--- src/rtl/apb_pmu_pkg.sv ---
`default_nettype none
// +----------------------------------------------------------------------------+
// | Module  : apb_pmu_pkg                                                      |
// | Brief   : Shared types and register map for the APB reset-sequencing PMU. |
// | Revision: 1.0                                                              |
// +----------------------------------------------------------------------------+
package apb_pmu_pkg;

  typedef enum logic [0:0] {
    ST_IDLE = 1'b0,
    ST_HOLD = 1'b1
  } pmu_state_t;

  localparam logic [7:0] CTRL_ADDR   = 8'h00;
  localparam logic [7:0] DELAY_ADDR  = 8'h04;
  localparam logic [7:0] STATUS_ADDR = 8'h08;

  localparam int LOCK_BIT = 31;
  localparam int BUSY_BIT = 16;

  // Field layouts sized for the largest supported domain count (16).
  typedef struct packed {
    logic        lock;
    logic [14:0] rsvd;
    logic [15:0] target;
  } ctrl_reg_t;

  typedef struct packed {
    logic [14:0] rsvd;
    logic        busy;
    logic [15:0] rst_n;
  } status_reg_t;

endpackage
`default_nettype wire

--- src/rtl/pmu_rst_seq.sv ---
`default_nettype none
// +----------------------------------------------------------------------------+
// | Module  : pmu_rst_seq                                                      |
// | Brief   : Steps reset outputs toward a target one domain at a time.        |
// | Revision: 1.0                                                              |
// +----------------------------------------------------------------------------+
module pmu_rst_seq
  import apb_pmu_pkg::*;
#(
  parameter int NUM_DOM   = 4,
  parameter int CNT_WIDTH = 8
) (
  input  logic                 pclk,
  input  logic                 presetn,
  input  logic [NUM_DOM-1:0]   target,
  input  logic [CNT_WIDTH-1:0] delay,
  output logic [NUM_DOM-1:0]   rst_n,
  output logic                 busy
);

  pmu_state_t           r_state;
  pmu_state_t           w_state_nxt;
  logic [CNT_WIDTH-1:0] r_cnt;
  logic [CNT_WIDTH-1:0] w_cnt_nxt;
  logic [NUM_DOM-1:0]   r_rst_n;
  logic [NUM_DOM-1:0]   w_rst_n_nxt;
  logic [NUM_DOM-1:0]   w_assert_req;
  logic [NUM_DOM-1:0]   w_release_req;
  logic [NUM_DOM-1:0]   w_flip;
  logic                 w_mismatch;

  assign w_assert_req  = ~target & r_rst_n;
  assign w_release_req = target & ~r_rst_n;
  assign w_mismatch    = (target != r_rst_n);

  // Assertions take priority (highest index first); releases go lowest index first.
  always_comb begin
    w_flip = '0;
    if (|w_assert_req) begin
      for (int i = 0; i < NUM_DOM; i++) begin
        if (w_assert_req[i]) begin
          w_flip    = '0;
          w_flip[i] = 1'b1;
        end
      end
    end else begin
      for (int i = NUM_DOM - 1; i >= 0; i--) begin
        if (w_release_req[i]) begin
          w_flip    = '0;
          w_flip[i] = 1'b1;
        end
      end
    end
  end

  always_ff @(posedge pclk or negedge presetn) begin
    if (!presetn) begin
      r_state <= ST_IDLE;
      r_cnt   <= '0;
      r_rst_n <= '0;
    end else begin
      r_state <= w_state_nxt;
      r_cnt   <= w_cnt_nxt;
      r_rst_n <= w_rst_n_nxt;
    end
  end

  always_comb begin
    w_state_nxt = r_state;
    case (r_state)
      ST_IDLE: if (w_mismatch && (delay != '0)) w_state_nxt = ST_HOLD;
      ST_HOLD: if (r_cnt == '0) w_state_nxt = ST_IDLE;
      default: w_state_nxt = ST_IDLE;
    endcase
  end

  always_comb begin
    w_cnt_nxt   = r_cnt;
    w_rst_n_nxt = r_rst_n;
    case (r_state)
      ST_IDLE: begin
        if (w_mismatch) begin
          w_rst_n_nxt = r_rst_n ^ w_flip;
          if (delay != '0) w_cnt_nxt = delay - CNT_WIDTH'(1);
        end
      end
      ST_HOLD: if (r_cnt != '0) w_cnt_nxt = r_cnt - CNT_WIDTH'(1);
      default: w_cnt_nxt = '0;
    endcase
  end

  assign rst_n = r_rst_n;
  assign busy  = (r_state == ST_HOLD) | w_mismatch;

endmodule
`default_nettype wire

--- src/rtl/apb_pmu_seq.sv ---
`default_nettype none
// +----------------------------------------------------------------------------+
// | Module  : apb_pmu_seq                                                      |
// | Brief   : APB register front-end for the sequenced per-domain reset PMU.   |
// | Revision: 1.0                                                              |
// +----------------------------------------------------------------------------+
module apb_pmu_seq
  import apb_pmu_pkg::*;
#(
  parameter int                   ADDR_WIDTH = 32,
  parameter int                   DATA_WIDTH = 32,
  parameter int                   NUM_DOM    = 4,
  parameter int                   CNT_WIDTH  = 8,
  parameter logic [NUM_DOM-1:0]   RST_INIT   = '0,
  parameter logic [CNT_WIDTH-1:0] DEF_DELAY  = CNT_WIDTH'(15)
) (
  input  logic                  pclk,
  input  logic                  presetn,
  input  logic                  psel,
  input  logic [ADDR_WIDTH-1:0] paddr,
  input  logic                  pwrite,
  input  logic [DATA_WIDTH-1:0] pwdata,
  input  logic                  penable,
  output logic [DATA_WIDTH-1:0] prdata,
  output logic [NUM_DOM-1:0]    sys_rst_n,
  output logic                  pmu_busy
);

  logic                  w_wr_en;
  logic                  w_rd_en;
  logic [7:0]            w_ofs;
  logic [NUM_DOM-1:0]    r_target;
  logic                  r_lock;
  logic [CNT_WIDTH-1:0]  r_delay;
  logic [DATA_WIDTH-1:0] r_prdata;
  logic [DATA_WIDTH-1:0] w_rdata;
  ctrl_reg_t             w_ctrl;
  status_reg_t           w_status;
  logic                  w_unused;

  assign w_wr_en  = psel & penable & pwrite;
  assign w_rd_en  = psel & ~penable & ~pwrite;
  assign w_ofs    = paddr[7:0];
  assign w_unused = ^{paddr, pwdata};

  always_ff @(posedge pclk or negedge presetn) begin
    if (!presetn) begin
      r_target <= RST_INIT;
      r_lock   <= 1'b0;
      r_delay  <= DEF_DELAY;
    end else if (w_wr_en) begin
      // Once locked, CTRL is frozen until the next presetn.
      if ((w_ofs == CTRL_ADDR) && !r_lock) begin
        r_target <= pwdata[NUM_DOM-1:0];
        if (pwdata[LOCK_BIT]) r_lock <= 1'b1;
      end
      if (w_ofs == DELAY_ADDR) r_delay <= pwdata[CNT_WIDTH-1:0];
    end
  end

  always_comb begin
    w_ctrl                         = '0;
    w_ctrl.lock                    = r_lock;
    w_ctrl.target[NUM_DOM-1:0]     = r_target;
    w_status                       = '0;
    w_status.busy                  = pmu_busy;
    w_status.rst_n[NUM_DOM-1:0]    = sys_rst_n;
    w_rdata                        = '0;
    case (w_ofs)
      CTRL_ADDR:   w_rdata[31:0]          = w_ctrl;
      DELAY_ADDR:  w_rdata[CNT_WIDTH-1:0] = r_delay;
      STATUS_ADDR: w_rdata[31:0]          = w_status;
      default:     w_rdata                = '0;
    endcase
  end

  always_ff @(posedge pclk or negedge presetn) begin
    if (!presetn) begin
      r_prdata <= '0;
    end else if (w_rd_en) begin
      r_prdata <= w_rdata;
    end
  end

  assign prdata = r_prdata;

  pmu_rst_seq #(
    .NUM_DOM   (NUM_DOM),
    .CNT_WIDTH (CNT_WIDTH)
  ) u_seq (
    .pclk    (pclk),
    .presetn (presetn),
    .target  (r_target),
    .delay   (r_delay),
    .rst_n   (sys_rst_n),
    .busy    (pmu_busy)
  );

endmodule
`default_nettype wire

--- config.mk ---
export PLATFORM = sky130hd
export DESIGN_NAME = apb_pmu_seq
export DESIGN_NICKNAME = d
export VERILOG_FILES = /design/src/rtl/apb_pmu_pkg.sv /design/src/rtl/pmu_rst_seq.sv /design/src/rtl/apb_pmu_seq.sv
export SDC_FILE = /design/constraint.sdc
export NUM_CORES = 1
export LEC_CHECK = 0
export CAP_MARGIN = 20
export CORE_MARGIN = 4
export CORE_UTILIZATION = 45
export CTS_CLUSTER_DIAMETER = 200
export DETAILED_ROUTE_END_ITERATION = 6
export HOLD_SLACK_MARGIN = 0.02
export PLACE_DENSITY = 0.95
export RECOVER_POWER = 25
export SETUP_SLACK_MARGIN = 0.1
export SYNTH_ARGS = -nofsm -noshare
export SYNTH_HDL_FRONTEND = slang
export SYNTH_SLANG_ARGS = --single-unit
--- constraint.sdc ---
create_clock -name pclk -period 5.3 [get_ports pclk]
set_input_delay 1.06 -clock pclk [delete_from_list [all_inputs] [get_ports pclk]]
set_output_delay 1.06 -clock pclk [all_outputs]
set_load 0.05 [all_outputs]
==> flow_summary.toml <==
[floorplan]
die_area_sq_um = 6220
fp.dieH_um = 78.9
start_util_pct = 47.2
die_width_um = 78.9
rows = 25
core_area_sq_um = 4790
ios = 106

[sta]
grt_setup_unrepaired = "false"
clock_skew_ns = 0.00758
slew_headroom_pct = -25.7
setup_tns_ns = 0
finalSetupViolCount = 0
fmax_mhz = 283
drv_slew = 37
worstMarginPinSlew_ns = 1.89
fin_crit_sh_pct = 66.8
holdWs_ns = 0.489
period_minus_slack_ns = 3.54
hold_viol_final = 0

[drt]
drtAntennaViolNets = 0
remaining_drc_errors = 0
drtIter0Drc = 154
viasPerCell = 5.54
wl_per_cell_um = 15.4
wirelength_um = 5150
firstDrtPassIters = 4
via_count = 1855

[grt]
use_met1_pct = 20.3
met2_usage_pct = 29.1
grt_pass1_vias = 1802
busiest_layer = "met2"
grt_start_max_net_pins = 37
grt_util_met3_pct = 6.01
grt_pass1_wl_um = 8420
antenna_found_initial = 0
grt_remaining_overflow = 0
grt_usage_pct = 17.2

[power]
p_comb_share_pct = 12.2
p_sw_mw = 0.157
p_int_mw = 0.436
swShare_pct = 26.5
power.leakage_nw = 1.19
power_frac_clock_pct = 40.8
p_seq_share_pct = 47.0
vdd_drop_max_mv = 0.150
total_power_mw = 0.593
power_density_nw_per_um2 = 220

[synth]
synth_area_sq_um = 2260
synth_top_family_by_area = "compound AO/OA/AOI/OAI gates"
synth_cells = 233
synth_edf_count = 0
yosys_warnings = 0
yosys.area_share.simple_pct = 14.6
muxShareOfSynthArea_pct = 10.0
synth_xor_area_share_pct = 1.94
synth_fa_ha_area_share_pct = 4.98
ys_seq_area_share_pct = 40.1
synth_compound_area_share_pct = 16.3
synth_ff_type = "dfrtp_1"
synth-seq-cells = 36
synth.distinct_cells = 51
synth-async-reset-ratio_pct = 100
synth.avg_cell_area_sq_um = 9.70

[worst_setup_path]
worst_setup_path_end_kind = "primary output"
cp.required_ns = 4.24
cp_cell_sequence = "inv_1 -> ha_1 -> nand4_1 -> nor2_1 -> inv_1 -> clkdlybuf4s50_1"
timing_worst_setup_path_type = "reg2out"
path_common_cell = "inv_1"
path_max_fanout = 7
startpoint_type = "flip-flop"
cp_slowest_stage_delay_ns = 0.71
critPathSlowestCell = "clkdlybuf4s50_1"
cp_data_arrival_time_ns = 2.48

[layout]
final_util_pct = 56.4
area_delta_synth_final_pct = 19.4
finalNetCount = 345
drive_above_1_share_pct = 10.8
fill_cells = 402
diodes = 0

[clock_network]
insertion_delay_ns = 0.29
clock_sinks = 36
cts_tree = "yes"
cts_hold_buf = 0
cts_resized = 0
path_clk_slew_ns = 0.08
cts_setup_buffers = 0
h-tree-depth = 2
clockRootBuffer = "clkbuf_8"
clockBufferDepth = 2
cts_made_buffers = 5

[job]
drv_cap = 1

[run_status]
status = "finished with violations"
violations = "max-capacitance violations, max-slew violations"

[placement]
dp.final_hpwl_um = 3760
routabilityCongestion = 0.871
port_buffers = 36

[min_path]
hold_path.class = "reg2reg"
-- sequential cells by signal, summed over array words and instances, names as in the netlist --
signal / flops
r_lock: 1
u_seq.r_state: 1
r_delay: 8
u_seq.r_cnt: 8
prdata: 10
u_seq.rst_n: 4
r_target: 4
-- Yosys cell counts (2+ instances only) --
library cell,instances,share of area [%]
nand2_1,14,2.3
o311ai_0,3,1.2
xnor2_1,5,1.9
or4_1,2,0.66
nor4_1,6,1.7
nor4b_1,2,0.77
inv_1,17,2.8
mux2_2,13,6.5
o41ai_1,2,0.77
nor2_1,15,2.5
ha_1,9,5.0
nor3_1,4,0.89
mux2i_1,8,3.5
a22o_1,4,1.5
clkbuf_1,8,1.3
o32a_1,2,0.89
nand2b_1,2,0.55
o211ai_1,3,1.0
buf_4,22,7.3
dfrtp_1,32,35
o21ai_0,9,2.0
dfstp_2,4,4.6
or3_1,4,1.1
o31ai_1,3,1.0
a211o_1,2,0.77
nand3_1,4,0.89
nand4_1,2,0.55
a21oi_1,9,2.0
-- final timing paths --
check / end / from / slack, ns / cells after the start
worst max register to register: u_seq.r_cnt[4] / u_seq.r_state / 2.62 / 6
worst max-delay path: pmu_busy / u_seq.rst_n[2] / 1.76 / 6
worst min-delay path: prdata[2] / prdata[2] / 0.49 / 2
max in group asynchronous: prdata[6] / presetn / 2.40 / 2
worst min register to register: prdata[2] / prdata[2] / 0.49 / 2
min in group asynchronous: u_seq.r_state / presetn / 1.82 / 2
-- power by group through the flow --
stage          logic, mW  registers, mW  clock network [mW]
2_1_floorplan     0.0609          0.283                   0
3_3_place_gp      0.0715          0.284                   0
3_5_place_dp      0.0724          0.284                   0
4_1_cts           0.0730          0.279               0.245
5_1_grt           0.0771          0.279               0.258
6_report          0.0724          0.279               0.242
-- cell type report --
| type | count | area, sq um | share of cell area, % |
|---|---|---|---|
| Clock buffer | 5 | 68.8 | 2.55 |
| Clock inverter | 3 | 42.5 | 1.58 |
| Inverter | 19 | 71.3 | 2.64 |
| Multi-Input combinational cell | 168 | 1160 | 43.1 |
| Sequential cell | 36 | 906 | 33.5 |
| Tap cell | 67 | 83.8 | 3.10 |
| Timing Repair Buffer | 37 | 364 | 13.5 |
-- cell usage in the layout (no fill, tap or decap), types with 3 or more instances in the layout --
cell type	count
mux2_2	13
a21oi_1	9
xnor2_1	5
clkdlybuf4s50_1	35
mux2i_1	8
o21ai_0	9
ha_1	9
conb_1	22
o311ai_0	3
inv_1	17
o211ai_1	3
a22o_1	4
dfstp_2	4
o31ai_1	3
nor2_1	15
nor3_1	4
dfrtp_1	32
nand3_1	4
clkbuf_8	5
or3_1	4
nor4_1	6
nand2_1	14
-- cell families (layout without fill, tap and decap cells) --
logic type,count (synthesis),count (layout)
flip-flops,36,36
other,1,22
multiplexers,21,21
adder cells (fa/ha/maj),9,9
buffers and inverters,50,64
XOR/XNOR,5,5
AO/OA/AOI/OAI,50,50
AND/OR/NAND/NOR,61,61
-- metal layers --
layer	up-vias	part of all wire, %
li1	875	-
met2	89	49
met4	0	2.2
met1	881	41
met5	-	0
met3	10	8.1
-- critical path: cells and delay by family, from the launching register on --
family                   cells  cell delay, ns
buffers and inverters        3            0.88
AND/OR/NAND/NOR              2            0.57
adder cells (fa/ha/maj)      1            0.31
flip-flops                   1            0.42
-- stage by stage --
stage          std cells  instance area, sq um  setup WS (ns)
2_1_floorplan        254                  2340           2.56
3_3_place_gp         327                  2590           2.16
3_5_place_dp         327                  2590           2.11
4_1_cts              335                  2700           1.78
5_1_grt              335                  2700           1.65
6_report             335                  2700           1.76
No activity file was read; power rests on OpenSTA's default activity.
